## config.mk

```make
export PLATFORM = sky130hd
export DESIGN_NAME = player_step_ctrl_flat
export DESIGN_NICKNAME = d
export VERILOG_FILES = /design/src/rtl/player_step_ctrl_pkg.sv /design/src/rtl/player_step_ctrl_if.sv /design/src/rtl/player_step_ctrl_step_target_calc.sv /design/src/rtl/player_step_ctrl.sv /design/src/flat_wrapper.sv
export SDC_FILE = /design/constraint.sdc
export NUM_CORES = 1
export LEC_CHECK = 0
export CAP_MARGIN = 40
export CORE_MARGIN = 2
export CORE_UTILIZATION = 53
export CTS_BUF_LIST = sky130_fd_sc_hd__clkbuf_2
export DETAILED_ROUTE_END_ITERATION = 16
export GPL_TIMING_DRIVEN = 0
export PLACE_DENSITY = 0.84
export SKIP_LAST_GASP = 1
export SYNTH_ARGS = -nofsm -noshare
export SYNTH_HDL_FRONTEND = slang
export SYNTH_HIERARCHICAL = 1
export SYNTH_SLANG_ARGS = --single-unit
```

## constraint.sdc

```tcl
create_clock -name clk -period 9.3 [get_ports clk]
set_input_delay 1.86 -clock clk [delete_from_list [all_inputs] [get_ports clk]]
set_output_delay 1.86 -clock clk [all_outputs]
set_load 0.03 [all_outputs]
```

## src/rtl/player_step_ctrl_pkg.sv

```systemverilog
// Shared definitions for the player step controller: tile ids, direction bits,
// FSM state encoding and position width.
package player_step_ctrl_pkg;

    localparam int unsigned TILE_FLOOR = 0;
    localparam int unsigned TILE_WALL  = 1;
    localparam int unsigned TILE_KEY   = 2;
    localparam int unsigned TILE_DOOR  = 3;
    localparam int unsigned TILE_EXIT  = 4;

    localparam int DIR_UP    = 0;
    localparam int DIR_DOWN  = 1;
    localparam int DIR_LEFT  = 2;
    localparam int DIR_RIGHT = 3;

    localparam int POS_W = 4;

    typedef enum logic [2:0] {
        ST_IDLE,
        ST_WAIT,
        ST_DECIDE,
        ST_WRITE,
        ST_ACK
    } step_state_e;

endpackage

```

## src/rtl/player_step_ctrl_if.sv

```systemverilog
// Request/acknowledge handshake with btn_reg plus the map BRAM port B bus.
// The controller uses the master modport; the request source and BRAM use slave.
interface player_step_ctrl_if #(
    parameter int ADDR_W = 19,
    parameter int TILE_W = 16
);
    logic [3:0]        move_req;
    logic              move_ack;
    logic              busy;
    logic [ADDR_W-1:0] map_addr;
    logic [TILE_W-1:0] map_dout;
    logic [TILE_W-1:0] map_din;
    logic              map_we;

    modport master (
        input  move_req,
        input  map_dout,
        output move_ack,
        output busy,
        output map_addr,
        output map_din,
        output map_we
    );

    modport slave (
        output move_req,
        output map_dout,
        input  move_ack,
        input  busy,
        input  map_addr,
        input  map_din,
        input  map_we
    );
endinterface

```

## src/rtl/player_step_ctrl_step_target_calc.sv

```systemverilog
// Combinational target-tile calculator: picks one direction (up>down>left>right),
// returns the neighbouring tile, whether it lies on the map, and its BRAM address.
module step_target_calc
    import player_step_ctrl_pkg::*;
#(
    parameter int MAP_WIDTH  = 13,
    parameter int MAP_HEIGHT = 13,
    parameter int ADDR_W     = 19
) (
    input  logic [3:0]        dir,
    input  logic [POS_W-1:0]  pos_x,
    input  logic [POS_W-1:0]  pos_y,
    output logic [POS_W-1:0]  tx,
    output logic [POS_W-1:0]  ty,
    output logic              in_bounds,
    output logic [ADDR_W-1:0] addr
);

    always_comb begin
        tx        = pos_x;
        ty        = pos_y;
        in_bounds = 1'b0;
        if (dir[DIR_UP]) begin
            in_bounds = (pos_y != '0);
            ty        = pos_y - POS_W'(1);
        end else if (dir[DIR_DOWN]) begin
            in_bounds = (pos_y != POS_W'(MAP_HEIGHT - 1));
            ty        = pos_y + POS_W'(1);
        end else if (dir[DIR_LEFT]) begin
            in_bounds = (pos_x != '0);
            tx        = pos_x - POS_W'(1);
        end else if (dir[DIR_RIGHT]) begin
            in_bounds = (pos_x != POS_W'(MAP_WIDTH - 1));
            tx        = pos_x + POS_W'(1);
        end
    end

    assign addr = ADDR_W'(ty) * ADDR_W'(MAP_WIDTH) + ADDR_W'(tx);

endmodule

```

## src/rtl/player_step_ctrl.sv

```systemverilog
// Resolves one player step: reads the target tile, applies the game rules,
// updates position/keys and optionally clears the tile back to floor.
module player_step_ctrl
    import player_step_ctrl_pkg::*;
#(
    parameter int MAP_WIDTH  = 13,
    parameter int MAP_HEIGHT = 13,
    parameter int ADDR_W     = 19,
    parameter int TILE_W     = 16,
    parameter int KEY_W      = 4,
    parameter int START_X    = 6,
    parameter int START_Y    = 11
) (
    input  logic               clk,
    input  logic               rstn,
    player_step_ctrl_if.master bus,
    output logic [POS_W-1:0]   player_x,
    output logic [POS_W-1:0]   player_y,
    output logic [KEY_W-1:0]   key_cnt,
    output logic               level_done
);

    step_state_e       state_q, state_d;
    logic [POS_W-1:0]  px_q, px_d, py_q, py_d;
    logic [POS_W-1:0]  tx_q, tx_d, ty_q, ty_d;
    logic [KEY_W-1:0]  key_q, key_d;
    logic [ADDR_W-1:0] addr_q, addr_d;
    logic [TILE_W-1:0] din_q, din_d;

    logic [POS_W-1:0]  calc_tx, calc_ty;
    logic              calc_in_bounds;
    logic [ADDR_W-1:0] calc_addr;

    step_target_calc #(
        .MAP_WIDTH (MAP_WIDTH),
        .MAP_HEIGHT(MAP_HEIGHT),
        .ADDR_W    (ADDR_W)
    ) u_target (
        .dir      (bus.move_req),
        .pos_x    (px_q),
        .pos_y    (py_q),
        .tx       (calc_tx),
        .ty       (calc_ty),
        .in_bounds(calc_in_bounds),
        .addr     (calc_addr)
    );

    always_ff @(posedge clk or negedge rstn) begin
        if (!rstn) begin
            state_q <= ST_IDLE;
            px_q    <= POS_W'(START_X);
            py_q    <= POS_W'(START_Y);
            tx_q    <= '0;
            ty_q    <= '0;
            key_q   <= '0;
            addr_q  <= '0;
            din_q   <= '0;
        end else begin
            state_q <= state_d;
            px_q    <= px_d;
            py_q    <= py_d;
            tx_q    <= tx_d;
            ty_q    <= ty_d;
            key_q   <= key_d;
            addr_q  <= addr_d;
            din_q   <= din_d;
        end
    end

    always_comb begin
        state_d    = state_q;
        px_d       = px_q;
        py_d       = py_q;
        tx_d       = tx_q;
        ty_d       = ty_q;
        key_d      = key_q;
        addr_d     = addr_q;
        din_d      = din_q;
        level_done = 1'b0;

        case (state_q)
            ST_IDLE: begin
                if (bus.move_req != '0) begin
                    tx_d = calc_tx;
                    ty_d = calc_ty;
                    if (calc_in_bounds) begin
                        addr_d  = calc_addr;
                        state_d = ST_WAIT;
                    end else begin
                        state_d = ST_ACK;
                    end
                end
            end
            ST_WAIT: state_d = ST_DECIDE;
            ST_DECIDE: begin
                state_d = ST_ACK;
                // Unknown tile ids fall through to the default and block like a wall.
                case (bus.map_dout)
                    TILE_W'(TILE_FLOOR): begin
                        px_d = tx_q;
                        py_d = ty_q;
                    end
                    TILE_W'(TILE_KEY): begin
                        px_d    = tx_q;
                        py_d    = ty_q;
                        key_d   = (key_q == '1) ? key_q : key_q + KEY_W'(1);
                        din_d   = TILE_W'(TILE_FLOOR);
                        state_d = ST_WRITE;
                    end
                    TILE_W'(TILE_DOOR): begin
                        if (key_q != '0) begin
                            key_d   = key_q - KEY_W'(1);
                            din_d   = TILE_W'(TILE_FLOOR);
                            state_d = ST_WRITE;
                        end
                    end
                    TILE_W'(TILE_EXIT): begin
                        px_d       = tx_q;
                        py_d       = ty_q;
                        level_done = 1'b1;
                    end
                    default: ;
                endcase
            end
            ST_WRITE: state_d = ST_ACK;
            ST_ACK:   state_d = ST_IDLE;
            default:  state_d = ST_IDLE;
        endcase
    end

    assign bus.move_ack = (state_q == ST_ACK);
    assign bus.busy     = (state_q != ST_IDLE);
    assign bus.map_we   = (state_q == ST_WRITE);
    assign bus.map_addr = addr_q;
    assign bus.map_din  = din_q;

    assign player_x = px_q;
    assign player_y = py_q;
    assign key_cnt  = key_q;

endmodule
```

## src/flat_wrapper.sv

```systemverilog
// flat-port wrapper written by rule: the top's interface ports become plain ports
module player_step_ctrl_flat import player_step_ctrl_pkg::*;
#(
    parameter int MAP_WIDTH  = 13,
    parameter int MAP_HEIGHT = 13,
    parameter int ADDR_W     = 19,
    parameter int TILE_W     = 16,
    parameter int KEY_W      = 4,
    parameter int START_X    = 6,
    parameter int START_Y    = 11
)
  (clk, rstn, player_x, player_y, key_cnt, level_done, bus_move_req, bus_map_dout, bus_move_ack, bus_busy, bus_map_addr, bus_map_din, bus_map_we);
  player_step_ctrl_if #(.ADDR_W(ADDR_W), .TILE_W(TILE_W)) bus_i ();
  input  logic clk;
  input  logic rstn;
  output logic [POS_W-1:0] player_x;
  output logic [POS_W-1:0] player_y;
  output logic [KEY_W-1:0] key_cnt;
  output logic level_done;
  input wire logic [$bits(bus_i.move_req)-1:0] bus_move_req;
  input wire logic [$bits(bus_i.map_dout)-1:0] bus_map_dout;
  output wire logic [$bits(bus_i.move_ack)-1:0] bus_move_ack;
  output wire logic [$bits(bus_i.busy)-1:0] bus_busy;
  output wire logic [$bits(bus_i.map_addr)-1:0] bus_map_addr;
  output wire logic [$bits(bus_i.map_din)-1:0] bus_map_din;
  output wire logic [$bits(bus_i.map_we)-1:0] bus_map_we;
  assign bus_i.move_req = bus_move_req;
  assign bus_i.map_dout = bus_map_dout;
  assign bus_move_ack = bus_i.move_ack;
  assign bus_busy = bus_i.busy;
  assign bus_map_addr = bus_i.map_addr;
  assign bus_map_din = bus_i.map_din;
  assign bus_map_we = bus_i.map_we;
  player_step_ctrl #(.MAP_WIDTH(MAP_WIDTH), .MAP_HEIGHT(MAP_HEIGHT), .ADDR_W(ADDR_W), .TILE_W(TILE_W), .KEY_W(KEY_W), .START_X(START_X), .START_Y(START_Y)) u_core (.clk(clk), .rstn(rstn), .bus(bus_i), .player_x(player_x), .player_y(player_y), .key_cnt(key_cnt), .level_done(level_done));
endmodule
```

==> results of run 1 <==
worst max-delay path, stage by stage:
cell and delay, ns:
clkdlybuf4s50_1 0.41, or4_1 0.59, nor2_1 0.19, nand3_1 0.10, nor3b_1 0.19, clkdlybuf4s50_1 0.71
cell type report:
class	count	area share, %
timing repair buffer	57	15.92
inverter	9	0.9221
buffer	30	6.079
multi-input combinational	190	44.77
clock buffer	6	0.8197
sequential	42	28.86
tap	70	2.391
clock inverter	2	0.2391
synth_stat cells, types with 2 or more instances:
cell       n
nor2_1     6
inv_1      9
or3_1      2
o21ai_0    3
dfrtp_1   37
a41o_1     2
a21boi_0   2
nand2_1    7
conb_1     2
dfstp_2    5
nand3_1    5
xnor2_1   13
fa_1       2
nor3_1     3
nor4_4     3
buf_4     27
mux2_2    36
a22oi_1    4
nor4_1     3
nor4b_2    2
a21oi_1    7
nor2b_1    4
and3_1     2
ha_1      27
nand2b_1   3
nor4b_1    2
how the worst min path moves through the flow:
stage               cells after the start                                 end                                from  slack [ns]
floorplan                               1      u_core/player_x[0]$_DFFE_PN0P_          u_core/tx_q[0]$_DFFE_PN0P_        0.48
global route                            1  u_core/bus.map_addr[7]$_DFFE_PN0P_  u_core/bus.map_addr[7]$_DFFE_PN0P_        0.55
CTS                                     1          u_core/ty_q[3]$_DFFE_PN0P_          u_core/ty_q[3]$_DFFE_PN0P_        0.54
finish                                  1          u_core/ty_q[2]$_DFFE_PN0P_          u_core/ty_q[2]$_DFFE_PN0P_        0.53
global placement                        1      u_core/player_x[2]$_DFFE_PN1P_          u_core/tx_q[2]$_DFFE_PN0P_        0.48
detailed placement                      1          u_core/ty_q[3]$_DFFE_PN0P_          u_core/ty_q[3]$_DFFE_PN0P_        0.49
metrics by stage:
step           util, %  worst slack, ns
6_report         70.83            3.391
5_1_grt          70.83            3.267
4_1_cts          70.83            3.390
3_5_place_dp     70.08            3.387
3_3_place_gp     69.64            3.401
2_1_floorplan        -            4.013
cell usage in the layout (no fill, tap or decap), types with 3 or more instances in the layout:
cell | netlist | layout
nor2b_1 | 4 | 4
mux2_2 | 36 | 36
nand2_1 | 7 | 7
conb_1 | 2 | 26
a21oi_1 | 7 | 7
inv_1 | 9 | 9
a22oi_1 | 4 | 4
xnor2_1 | 13 | 13
buf_4 | 27 | 27
nor4_1 | 3 | 3
o21ai_0 | 3 | 3
nor3_1 | 3 | 3
ha_1 | 27 | 27
nand3_1 | 5 | 5
clkbuf_2 | 0 | 6
nor2_1 | 6 | 6
nor4_4 | 3 | 3
dfrtp_1 | 37 | 37
nand2b_1 | 3 | 3
dfstp_2 | 5 | 5
clkdlybuf4s50_1 | 0 | 55
power by group:
group / internal [µW] / total, µW / leakage (µW) / switching [µW]
sequential: 243 / 275 / 0.000507 / 32.6
clock: 18.5 / 75.4 / 0.0000304 / 56.9
combinational: 191 / 394 / 0.00113 / 203
total: 452 / 745 / 0.00167 / 293
per-layer routing:
metal / vias to the layer above / track usage [%] / part of all wire (%)
li1: 1020 / - / -
met1: 975 / 23.25 / 44
met2: 47 / 32.09 / 50
met3: 8 / 3.837 / 4.7
met4: 0 / 5.893 / 1.2
met5: - / 0 / 0
logic make-up after synthesis:
kind of cell / after synthesis / synth area share [%]
XOR/XNOR: 14 / 4.281
multiplexers: 37 / 14.68
AND/OR/NAND/NOR: 51 / 12.67
flip-flops: 42 / 36.92
AO/OA/AOI/OAI: 33 / 9.044
other: 2 / 0.2622
adder cells (fa/ha/maj): 29 / 13.19
buffers and inverters: 39 / 8.955
sequential cells by signal, indices dropped and copies added, names as in the netlist:
register             count
u_core/state_q           3
u_core/ty_q              4
u_core/key_cnt           4
u_core/player_x          4
u_core/tx_q              4
u_core/bus.map_addr     19
u_core/player_y          4
==> run_results.csv, run 1 <==
group,metric,value,unit
critical_path,r2r_start,"u_core/player_y[0]$_DFFE_PN1P_",
global_route,grt_max_degree,26,
route,routed_via_density,5.049,
sta,finalCritPeriodShare,63.54,%
global_route,grt_pass1_wl,8976,µm
sta,final_hold_viol_count,0,
clock_network,cts.path.max_buffers,2,
logic_synthesis,yosysUniqueCellTypes,55,
clock_network,root_buffer,"clkbuf_2",
clock_network,cts_buffers,5,
run_status,outcome,"finished, final reports clean",
logic_synthesis,syn_inst,247,
power_and_ir_drop,p_leak,0.001666,µW
critical_path,r2r_setup_slack,5.42,ns
sta,rsz0062_at_grt,"false",
global_route,antenna_found_initial,0,
final_layout,area_delta_synth_final,27.92,%
logic_synthesis,synth_edf_count,0,
hold_path,worstHoldPathType,"register to register",
route,routed_wirelength,5184,µm
die,die_w,77.51,µm
clock_network,post-cts-setup-buffers,0,
placed_design,place_inst,398,
critical_path,critical_path.startpoint,"bus_map_dout[4]",
final_layout,drive_gt1_share,27.38,%
route,ant_nets,0,
critical_path,cp.arrival,4.05,ns
route,drc,0,
critical_path,crit_path_end,"level_done",
clock_network,cts.sinks,42,
logic_synthesis,synth_largest_area_cell,"dfrtp_1",
critical_path,critPathKind,"input port to output port",
route,vias,2050,
clock_network,post_cts_resize_count,0,
clock_network,clock_latency,0.39,ns
sta,finalSetupViolations,0,
logic_synthesis,yosysTopAreaCellShare,32.33,%
final_layout,fin_area,0.003664,mm²
global_route,gr-total-overflow,0,
die,start_util,55.37,%
final_layout,final-seq-area,0.001057,mm²
placed_design,gp_congestion,0.8237,
die,core,0.005172,mm²
sta,drv_slew,0,
die,rows,26,
clock_network,path_clk_slew,0.20,ns
sta,holdWs,0.5315,ns
logic_synthesis,ys_seq_area_share,36.92,%
sta,max_freq,169.2,MHz
logic_synthesis,async_flop_share,100.0,%
clock_network,cts_htree_levels,2,
route,wl_per_cell,12.77,µm
final_layout,nets,386,
final_layout,multi_input_comb_area,0.001640,mm²
sta,finClkSkew,0.01618,ns
placed_design,hpwl,4182,µm
critical_path,reg2reg_depth,11,
job,cap_violations,0,
die,io_pins,73,
power_and_ir_drop,p_per_area,203.3,mW/mm²
critical_path,r2r-end,"u_core/bus.map_addr[8]$_DFFE_PN0P_",
power_and_ir_drop,p_total,744.8,µW
die,dieArea,0.006008,mm²
clock_network,tritoncts,"yes",
sta,slew-limit-headroom,59.75,%
final_layout,final_cells,406,
die,die_h,77.51,µm
route,drtPass1Iterations,4,
final_layout,nFillCells,406,
logic_synthesis,yosys_warnings,6,
placed_design,placed_area,0.003625,mm²
sta,tns,0,ns
logic_synthesis,ys_ff_latch,42,
global_route,groute.usage.overall,18.55,%
logic_synthesis,synth.area.top_cells,"dfrtp_1 (32%), mux2_2 (14%), ha_1 (12%)",
global_route,grt_pass1_vias,2035,
critical_path,critPathRequiredTime,7.44,ns
route,drtIter0Drc,89,
sta,layout_min_cycle_time,5.909,ns
logic_synthesis,avgSynthCellArea,11.60,µm²
placed_design,io_buffers,56,
final_layout,antenna_cells,0,
power_and_ir_drop,vdd_drop_max,0.1863,mV
critical_path,end_kind,"output port",
logic_synthesis,ys.flop_type,"dfrtp_1",
critical_path,crit_fanout,2,
critical_path,cp-start-kind,"input port",
clock_network,ctsHoldBuffers,0,
sta,tightest_slew,0.5993,ns
logic_synthesis,syn_area,0.002864,mm²
Note: power is estimated with default switching activity, not from simulation.
==> run 2, diff against run 1 <==
--- a/config.mk
+++ b/config.mk
@@ -7,11 +7,11 @@
 export LEC_CHECK = 0
 export CAP_MARGIN = 40
 export CORE_MARGIN = 2
-export CORE_UTILIZATION = 53
+export CORE_UTILIZATION = 46
 export CTS_BUF_LIST = sky130_fd_sc_hd__clkbuf_2
 export DETAILED_ROUTE_END_ITERATION = 16
 export GPL_TIMING_DRIVEN = 0
-export PLACE_DENSITY = 0.84
+export PLACE_DENSITY = 0.77
 export SKIP_LAST_GASP = 1
 export SYNTH_ARGS = -nofsm -noshare
 export SYNTH_HDL_FRONTEND = slang
==> constraint.sdc (replaced) <==
create_clock -name clk -period 4.9 [get_ports clk]
set_input_delay 0.98 -clock clk [delete_from_list [all_inputs] [get_ports clk]]
set_output_delay 0.98 -clock clk [all_outputs]
set_load 0.03 [all_outputs]
==> run 2 against run 1 <==
Net effect:
- clock skew rose by 0.0032 ns
- via count fell by 0.20%
- setup slack worse by 2.8 ns
- combinational power increased by 89%
- die area increased by 14%
- count of clock-buffer cells in the layout unchanged
- global-route usage is 2.1 points lower
- final cell count increased by 1.2%
- total power up 97%
- register-to-register slack worse by 4.4 ns
- sequential cell count unchanged
- sequential power increased by 91%
==> run_results.csv, run 2 (same netlist as run 1, synthesis figures left out) <==
group,metric,value,unit
run_status,outcome,"finished, final reports clean",
clock_network,cts.path.max_buffers,2,
route,drtPass1Iterations,4,
final_layout,final_cell_mix,"clkdlybuf4s50_1 (55), dfrtp_1 (37), mux2_2 (36)",
critical_path,crit_top_cell,"ha_1",
critical_path,crit_fanout,6,
clock_network,clock_latency,0.40,ns
route,vias,2046,
global_route,grt_max_degree,31,
route,drtIter0Drc,55,
route,drc,0,
clock_network,ctsHoldBuffers,0,
final_layout,final_common_cell,"clkdlybuf4s50_1",
job,cap_violations,0,
final_layout,final_util,61.91,%
global_route,grt_pass1_vias,2084,
critical_path,reg2reg_depth,11,
sta,final_hold_viol_count,0,
final_layout,largest_reg_flops,19,
die,dieArea,0.006873,mm²
critical_path,cp.arrival,4.67,ns
sta,tns,0,ns
die,io_pins,73,
critical_path,path_cells,"clkdlybuf4s50_1 -> inv_1 -> nor4_1 -> a31oi_1 -> xnor2_1 -> ha_1 -> ha_1 -> ha_1 -> ha_1 -> nor2b_1 -> a311oi_2 -> o21ai_0 -> mux2_2",
power_and_ir_drop,vdd_drop_max,0.3429,mV
final_layout,antenna_cells,0,
hold_path,worstHoldPathType,"input port to async pin",
sta,drv_slew,0,
placed_design,io_buffers,56,
global_route,use_met1,20.78,%
global_route,grtUsageMet2,27.64,%
final_layout,area_delta_synth_final,28.75,%
critical_path,cp_slowest_stage_delay,0.62,ns
placed_design,gp_congestion,0.7907,
die,die_h,82.91,µm
clock_network,cts_buffers,5,
final_layout,nets,386,
global_route,busiest_layer,"met2",
critical_path,end_kind,"register",
final_layout,drive_gt1_share,27.38,%
sta,finalCritPeriodShare,88.87,%
route,wl_per_cell,13.18,µm
clock_network,post_cts_resize_count,0,
clock_network,path_clk_slew,0.21,ns
clock_network,post-cts-setup-buffers,0,
critical_path,critPathRequiredTime,5.22,ns
global_route,groute.usage.overall,16.48,%
die,core,0.005956,mm²
global_route,grt_pass1_wl,9411,µm
route,ant_nets,0,
global_route,gr-total-overflow,0,
sta,rsz0062_at_grt,"false",
sta,slew-limit-headroom,60.15,%
global_route,antenna_found_initial,0,
die,start_util,48.09,%
critical_path,cp-start-kind,"input port",
sta,finClkSkew,0.01942,ns
clock_network,cts.sinks,42,
clock_network,tritoncts,"yes",
global_route,grt_use_met3,4.771,%
clock_network,root_buffer,"clkbuf_2",
critical_path,slowest_stage,"clkdlybuf4s50_1",
power_and_ir_drop,p_per_area,397.9,mW/mm²
power_and_ir_drop,p_leak,0.001673,µW
sta,max_freq,229.6,MHz
placed_design,hpwl,4254,µm
critical_path,critPathKind,"input port to register",
clock_network,cts_htree_levels,2,
route,routed_via_density,4.978,
sta,finalSetupViolations,0,
die,die_w,82.91,µm
die,rows,28,
sta,tightest_slew,0.5934,ns
sta,layout_min_cycle_time,4.355,ns
route,routed_wirelength,5416,µm
==> run 2: cell count changes in the layout (fill, tap and decap cells not counted), sizes merged <==
cell,delta
bufinv,+1
clkinv,-1
==> run 2: final timing paths <==
path	startpoint	endpoint	slack, ns
min in group clk	u_core/ty_q[3]$_DFFE_PN0P_	u_core/player_y[3]$_DFFE_PN1P_	0.53
max	bus_move_req[0]	u_core/bus.map_addr[8]$_DFFE_PN0P_	0.55
min	rstn	u_core/bus.map_addr[9]$_DFFE_PN0P_	0.43
max in group asynchronous	rstn	u_core/player_y[0]$_DFFE_PN1P_	3.91
max reg2reg	u_core/player_y[0]$_DFFE_PN1P_	u_core/bus.map_addr[8]$_DFFE_PN0P_	1.00
min reg2reg	u_core/ty_q[3]$_DFFE_PN0P_	u_core/player_y[3]$_DFFE_PN1P_	0.53
==> run 2: report_power, final <==
| group | total, µW | leakage [µW] | internal, µW | switching [µW] |
|---|---|---|---|---|
| Clock | 197 | 0.0000406 | 87.1 | 110 |
| Sequential | 524 | 0.000507 | 461 | 62.8 |
| Combinational | 746 | 0.00113 | 362 | 384 |
| Total | 1470 | 0.00167 | 910 | 557 |
==> run 2: routing by layer <==
layer | vias up | wire length [µm]
met5 | - | 0
met4 | 0 | 68
met3 | 6 | 253
met2 | 44 | 2730
met1 | 969 | 2365
li1 | 1027 | -
==> run 2: final cells by class <==
cell class / count / area [µm²]
inverters: 9 / 33.78
well taps: 75 / 93.84
fillers: 515 / 2268
flip-flops and latches: 42 / 1057
clock inverters: 2 / 33.78
clock buffers: 6 / 30.03
multi-input cells: 190 / 1640
plain buffers: 30 / 222.7
repair buffers: 57 / 575.6
==> run 2: through the flow <==
| stage | hold slack, ns | cell area (µm²) | instances | setup slack, ns | power, µW |
|---|---|---|---|---|---|
| floorplan | 0.4767 | 2954 | 271 | 1.076 | 1018 |
| global placement | 0.4833 | 3608 | 402 | 0.1480 | 1267 |
| detailed placement | 0.4920 | 3623 | 403 | 0.07504 | 1286 |
| CTS | 0.3934 | 3687 | 411 | 0.5540 | 1489 |
| global route | 0.3773 | 3687 | 411 | 0.3762 | 1558 |
| finish | 0.4316 | 3687 | 411 | 0.5453 | 1467 |
==> run 2: worst max-delay path: cells and delay by family <==
kind	cells	cell delay, ns
xor gates and xnor gates	1	0.47
adders and majority gates	4	1.26
muxes	1	0.27
and+or+nand+nor	2	0.44
AOI/OAI and AO/OA	3	0.50
buffers and inverters	2	0.75
==> run 3, diff against run 2 <==
--- a/config.mk
+++ b/config.mk
@@ -6,7 +6,6 @@
 export NUM_CORES = 1
 export LEC_CHECK = 0
 export CAP_MARGIN = 40
-export CORE_MARGIN = 2
 export CORE_UTILIZATION = 46
 export CTS_BUF_LIST = sky130_fd_sc_hd__clkbuf_2
 export DETAILED_ROUTE_END_ITERATION = 16
==> run 3 against run 2 <==
Net effect:
- via count hardly changed
- core utilization is 0.13 points higher
- sequential share of layout area is 0.058 points lower
- sequential cell count stayed put
- non-clock buffer count stayed put
- routed wire length is 3.9% lower
- critical path type unchanged
- hold slack better by 0.082 ns
- register-to-register slack better by 0.02 ns
- first-iteration DRC count is 11% lower
- clock power hardly changed
- final cell count stayed put
- setup slack better by 0.041 ns
==> run_results.csv, run 3 (same netlist as run 1, synthesis figures left out) <==
group,metric,value,unit
route,wl_per_cell,12.67,µm
run_status,outcome,"finished, final reports clean",
clock_network,post_cts_resize_count,0,
global_route,groute.usage.overall,17.95,%
final_layout,fin_area,0.003695,mm²
sta,slew-limit-headroom,59.79,%
route,drtIter0Drc,49,
die,core,0.005956,mm²
power_and_ir_drop,vdd_drop_max,0.3488,mV
clock_network,clock_latency,0.41,ns
power_and_ir_drop,p_int,910.2,µW
sta,max_freq,231.8,MHz
global_route,antenna_found_initial,0,
route,ant_nets,0,
sta,finalCritPeriodShare,88.03,%
power_and_ir_drop,power_frac_comb,50.7,%
die,die_w,80.91,µm
critical_path,reg2reg_depth,11,
global_route,grt_pass1_vias,2009,
sta,tightest_slew,0.5986,ns
placed_design,hpwl,4127,µm
route,drc,0,
placed_design,placed_area,0.003631,mm²
sta,finalSetupViolations,0,
placed_design,io_buffers,56,
clock_network,cts.sinks,42,
final_layout,nFillCells,519,
power_and_ir_drop,p_leak,0.001676,µW
critical_path,critPathKind,"input port to register",
final_layout,nets,386,
route,vias,2048,
final_layout,area_delta_synth_final,29.01,%
global_route,gr-total-overflow,0,
placed_design,dpl_worst_slack,0.1263,ns
route,routed_via_density,4.983,
sta,drv_slew,0,
power_and_ir_drop,switching_share,37.98,%
global_route,grt_max_degree,23,
critical_path,r2r_start,"u_core/player_y[0]$_DFFE_PN1P_",
sta,rsz0062_at_grt,"false",
hold_path,worstHoldPathType,"input port to async pin",
route,drtPass1Iterations,4,
final_layout,largest_reg_flops,19,
die,io_pins,73,
critical_path,cp-start-kind,"input port",
final_layout,drive_gt1_share,27.38,%
clock_network,root_buffer,"clkbuf_2",
critical_path,critPathRequiredTime,5.23,ns
critical_path,r2r-end,"u_core/bus.map_addr[8]$_DFFE_PN0P_",
global_route,grt_pass1_wl,9142,µm
clock_network,cts_htree_levels,2,
sta,tns,0,ns
die,start_util,48.09,%
power_and_ir_drop,p_total,1468,µW
critical_path,cp.arrival,4.64,ns
sta,fin_ws,0.5866,ns
die,dieArea,0.006546,mm²
critical_path,critical_path.startpoint,"bus_move_req[0]",
final_layout,final_common_cell,"clkdlybuf4s50_1",
clock_network,cts.path.max_buffers,2,
die,die_h,80.91,µm
die,rows,28,
sta,finClkSkew,0.01752,ns
clock_network,post-cts-setup-buffers,0,
critical_path,end_kind,"register",
final_layout,final_cell_mix,"clkdlybuf4s50_1 (55), dfrtp_1 (37), mux2_2 (36)",
power_and_ir_drop,p_per_area,397.2,mW/mm²
sta,final_hold_viol_count,0,
route,routed_wirelength,5206,µm
clock_network,ctsHoldBuffers,0,
power_and_ir_drop,power.switching,557.4,µW
job,cap_violations,0,
power_and_ir_drop,seqPwrFrac,35.7,%
clock_network,tritoncts,"yes",
placed_design,gp_congestion,0.7339,
critical_path,r2r_setup_slack,1.02,ns
power_and_ir_drop,pwr-share-clk,13.6,%
clock_network,path_clk_slew,0.22,ns
critical_path,crit_fanout,6,
clock_network,cts_buffers,5,
final_layout,antenna_cells,0,
sta,layout_min_cycle_time,4.313,ns
run 3: worst max path at each step:
| stage | to | slack (ns) | depth (start not counted) |
|---|---|---|---|
| CTS | u_core/bus.map_addr[8]$_DFFE_PN0P_ | 0.59 | 13 |
| global route | u_core/bus.map_addr[8]$_DFFE_PN0P_ | 0.35 | 13 |
| detailed placement | u_core/bus.map_addr[8]$_DFFE_PN0P_ | 0.13 | 13 |
| finish | u_core/bus.map_addr[8]$_DFFE_PN0P_ | 0.59 | 13 |
| floorplan | u_core/bus.map_addr[8]$_DFFE_PN0P_ | 1.08 | 11 |
| global placement | u_core/bus.map_addr[8]$_DFFE_PN0P_ | 0.16 | 13 |
run 3: per-stage QoR:
stage | utilization [%] | instances | hold WS [ns]
after global routing | 62.04 | 411 | 0.5005
after global placement | 60.59 | 402 | 0.4838
final | 62.04 | 411 | 0.5134
after detailed placement | 60.97 | 403 | 0.4961
after CTS | 62.04 | 411 | 0.5028
after floorplan | - | 271 | 0.4767
run 3: final cells by class:
class                   count  area (µm²)  share of cell area [%]
multi-input cells         190        1640                   44.40
inverters                   9       33.78                  0.9143
clock inverters             2       33.78                  0.9143
clock buffers               6       30.03                  0.8127
repair buffers             57       583.1                   15.78
well taps                  75       93.84                   2.540
plain buffers              30       222.7                   6.028
flip-flops and latches     42        1057                   28.61
run 3: metal layers:
layer,track usage [%],vias up,wire length (µm)
met5,0,-,0
li1,-,1024,-
met2,29.50,46,2502
met1,23.12,972,2346
met3,5.056,6,301
met4,4.821,0,56
run 3: power groups by stage:
stage	Sequential, µW	Combinational, µW	Clock, µW
2_1_floorplan	677	340	0
3_3_place_gp	528	738	0
3_5_place_dp	533	749	0
4_1_cts	527	752	207
5_1_grt	541	797	221
6_report	524	744	200
run 3: worst max-delay path, stage by stage:
cell and delay, ns:
clkdlybuf4s50_1 0.62, inv_1 0.12, nor4_1 0.29, a31oi_1 0.08, xnor2_1 0.43, ha_1 0.33
ha_1 0.29, ha_1 0.29, ha_1 0.35, nor2b_1 0.16, a311oi_2 0.27, o21ai_0 0.14
mux2_2 0.27
